==> config.mk <==
export PLATFORM = sky130hd
export DESIGN_NAME = demux_deserializer
export DESIGN_NICKNAME = d
export VERILOG_FILES = /design/src/rtl/demux_deserializer.sv
export SDC_FILE = /design/constraint.sdc
export NUM_CORES = 1
export LEC_CHECK = 0
export CAP_MARGIN = 20
export CORE_MARGIN = 8
export CORE_UTILIZATION = 48
export CTS_CLUSTER_DIAMETER = 60
export CTS_CLUSTER_SIZE = 10
export DETAILED_ROUTE_END_ITERATION = 6
export MAX_ROUTING_LAYER = met4
export PLACE_DENSITY = 0.86
export SLEW_MARGIN = 10
export SYNTH_ARGS = -nofsm -noshare
export SYNTH_HDL_FRONTEND = slang
export SYNTH_HIERARCHICAL = 1
export SYNTH_SLANG_ARGS = --single-unit
==> constraint.sdc <==
create_clock -name iClk -period 2 [get_ports iClk]
set_input_delay 0.3 -clock iClk [delete_from_list [all_inputs] [get_ports iClk]]
set_output_delay 0.3 -clock iClk [all_outputs]
set_load 0.005 [all_outputs]
==> src/rtl/demux_deserializer.sv <==
// Serial-to-parallel demux: steers single iData bits into four slot registers,
// either by an auto-incrementing counter or an explicit selector, and publishes full words.

module demux_slot_cell (
   input  logic clk,
   input  logic rst_n,
   input  logic wr,
   input  logic din,
   input  logic flush,
   output logic q,
   output logic mask
);

   always_ff @(posedge clk or negedge rst_n) begin
      if (!rst_n) begin
         q    <= 1'b0;
         mask <= 1'b0;
      end else begin
         if (wr)
            q <= din;
         // flush wins over a write: the completing write itself leaves the mask empty
         if (flush)
            mask <= 1'b0;
         else if (wr)
            mask <= 1'b1;
      end
   end

endmodule

module demux_deserializer (
   input  logic       iClk,
   input  logic       iRst_n,
   input  logic       iData,
   input  logic       iValid,
   input  logic [1:0] iSelector,
   input  logic       iAuto,
   input  logic       iClear,
   output logic [3:0] oData,
   output logic [3:0] oWord,
   output logic       oWordValid,
   output logic [1:0] oSlot,
   output logic       oOverrun
);

   localparam int NUM_SLOTS = 4;

   typedef struct packed {
      logic       vld;
      logic [1:0] slot;
      logic       bit_val;
   } wr_req_t;

   wr_req_t              req;
   logic [NUM_SLOTS-1:0] mask;
   logic [NUM_SLOTS-1:0] hit;
   logic [NUM_SLOTS-1:0] mask_nxt;
   logic [NUM_SLOTS-1:0] data_nxt;
   logic                 done;
   logic                 rewrite;

   // A clear in the same cycle swallows the write entirely.
   always_comb begin
      req.vld     = iValid & ~iClear;
      req.slot    = iAuto ? oSlot : iSelector;
      req.bit_val = iData;
   end

   always_comb begin
      hit      = '0;
      data_nxt = oData;
      if (req.vld) begin
         hit[req.slot]      = 1'b1;
         data_nxt[req.slot] = req.bit_val;
      end
      mask_nxt = mask | hit;
      done     = req.vld & (&mask_nxt);
      rewrite  = |(mask & hit);
   end

   genvar g;
   generate
      for (g = 0; g < NUM_SLOTS; g++) begin : g_slot
         demux_slot_cell u_cell (
            .clk   (iClk),
            .rst_n (iRst_n),
            .wr    (hit[g]),
            .din   (req.bit_val),
            .flush (iClear | done),
            .q     (oData[g]),
            .mask  (mask[g])
         );
      end
   endgenerate

   always_ff @(posedge iClk or negedge iRst_n) begin
      if (!iRst_n) begin
         oWord      <= '0;
         oWordValid <= 1'b0;
         oSlot      <= '0;
         oOverrun   <= 1'b0;
      end else begin
         oWordValid <= done;
         if (done)
            oWord <= data_nxt;
         if (iClear) begin
            oSlot    <= '0;
            oOverrun <= 1'b0;
         end else begin
            if (req.vld && iAuto)
               oSlot <= oSlot + 2'd1;
            if (req.vld && rewrite)
               oOverrun <= 1'b1;
         end
      end
   end

endmodule
==> out/results.ini <==
[detailed_routing]
ant_nets=0
vias=636
drtPass1Iterations=4
drtIter0Drc=7
routed_wl_mm=1.83
wl_per_cell_um=15.8
avgViaCountPerCell=5.48
drc=0

[logic_synthesis]
synth_ff_type=dfrtp_1
synth_top_family_by_area=multiplexers
synth_compound_area_share_pct=10.6
synth_seq_area_share_pct=47.0
synth_seq_cells=16
synthCells=68
synth-edff-count=0
yosys_warnings=6
synthMuxAreaShare_pct=24.8
synth_simple_gate_area_share_pct=13.8
synth_xor_area_share_pct=2.06
netlist_area_um2=852
synthAdderAreaFrac_pct=0
yosysUniqueCellTypes=22
async_reset_ff_share_pct=100
avgSynthCellArea_um2=12.5
syn_nets=76

[worst_setup_path]
r2r-start=oSlot[0]
timing.rr.end=g_slot[1].u_cell/mask
reg2reg_depth=6
critical_path_class=primary input to flip-flop
cp-end-kind=flip-flop
critPathArrivalTime_ns=2.08
reg2reg_setup_slack_ns=0.18
startpoint_type=primary input
crit_fanout=6
worstPathRequired_ns=2.22

[finish]
final_common_cell=clkdlybuf4s50_1
fin_nets=109
antenna_cells=0
final_cell_mix=18 x clkdlybuf4s50_1, 16 x dfrtp_1, 10 x mux2_4, 10 x buf_4, 8 x nand2_1
fin_util_pct=68.7
multiInputGateArea_um2=444
stdcell_area_um2=1160
fillers=128
area_growth_pct=36.1
seqCellArea_um2=400
drive_above_1_share_pct=36.4

[timing]
setup_viol=0
min_period_ns=1.86
timing.final.ws_setup_ns=0.143
worstMarginPinSlew_ns=0.268
hold_ws_ns=0.340
fin_skew_ns=0.00272
grt_setup_unrepaired=no
relSlewSlack_pct=81.8
max_freq_ghz=0.539
fin_crit_sh_pct=92.8
slew_viol_final=0
finalHoldViolations=0

[floorplanning]
initial_utilization_pct=50.4
die_area_um2=3380
die_y_um=58.1
fp-row-count=15
pin_count=20
coreArea_um2=1690
die_w_um=58.1

[placement]
io_buffers=19
pre_cts_ws_ns=-0.299
gp_congestion=0.823
dp_hpwl_mm=1.41
post_dp_cell_area_um2=1130

[clocking]
h-tree-depth=1
cts_hold_buf=0
cts.clk_slew.worst_paths_ns=0.08
post_cts_resized=1
clk_path_buf_depth=2
cts.sinks=16
cts_tree=built
numCtsBuffers=3
cts-root-buf=clkbuf_4
worst_skew_pair.late_latency_ns=0.28
cts_setup_buffers=0

[global_route]
antenna_found_initial=0
overflow=0
grt_max_degree=17
grt_pass1_wl_mm=2.95
grt_pass1_vias=661
grt_use_total_pct=11.7

[power]
p_total_uw=742
irDropWorstVdd_mv=0.380
p_leak_nw=0.555
power_density_nw_per_um2=640

[outcome]
run_status=completed

[run]
maxCapViolCount=0

[worst_hold_path]
hold_path_class=primary input to asynchronous set/reset pin

[worst max-delay path by stage]
stage          cells past startpoint  slack, ns         start               endpoint
2_1_floorplan                      5       0.13         iAuto               oWord[0]
3_3_place_gp                       5      -0.26         iAuto               oWord[0]
3_5_place_dp                       7      -0.30         iAuto  g_slot[1].u_cell/mask
4_1_cts                            8     0.0007         iAuto  g_slot[1].u_cell/mask
5_1_grt                            7       0.10  iSelector[1]  g_slot[3].u_cell/mask
6_report                           7       0.14  iSelector[1]  g_slot[1].u_cell/mask
[through the flow]
step | cells | setup TNS [ns]
CTS | 116 | 0
finish | 116 | 0
global route | 116 | 0
floorplan | 68 | 0
detailed placement | 113 | -2.31
global placement | 113 | -1.75
[critical path, stage by stage]
cell	delay, ns
clkdlybuf4s50_1	0.47
mux2_4	0.33
a21o_2	0.20
nand2_1	0.08
a22o_4	0.19
or2b_1	0.27
o21ba_2	0.25
[power by group]
part / total, mW / internal (mW) / switching, mW
combinational: 0.202 / 0.136 / 0.0664
sequential: 0.378 / 0.352 / 0.0259
clock: 0.162 / 0.0699 / 0.0924
total: 0.742 / 0.558 / 0.185
[metal layers]
layer	GRT usage (%)	routed length (µm)
met5	-	0
met1	12.6	791
met4	6.64	17
met3	3.09	80
met2	18.9	944
[synth_stat cells (2+ instances only)]
master / count / area [µm²]
mux2_2: 5 / 56.3
nand2b_1: 3 / 18.8
o21ba_2: 4 / 40.0
dfrtp_1: 16 / 400
nor2_1: 6 / 22.5
nand2_1: 8 / 30.0
xor2_1: 2 / 17.5
mux2i_1: 2 / 20.0
mux2_4: 9 / 135
[state kept, by name, summed over array words and instances (netlist names)]
signal	count
oWord	4
oSlot	2
oOverrun	1
oWordValid	1
g_slot.u_cell/mask	4
g_slot.u_cell/q	4
[kinds of logic (layout without fill, tap and decap cells)]
logic type / after synthesis / in the layout
DFF: 16 / 16
muxes: 16 / 16
and+or+nand+nor: 23 / 23
buffers and inverters: 2 / 33
AOI/OAI and AO/OA: 9 / 9
xor gates and xnor gates: 2 / 2
[area by class of cell]
class	count	share of cell area, %
multi-input combinational	50	38.3
inverter	1	0.324
sequential	16	34.5
clock buffer	3	1.94
timing repair buffer	29	23.1
tap	17	1.83
Power figures use the tool's default switching activity.
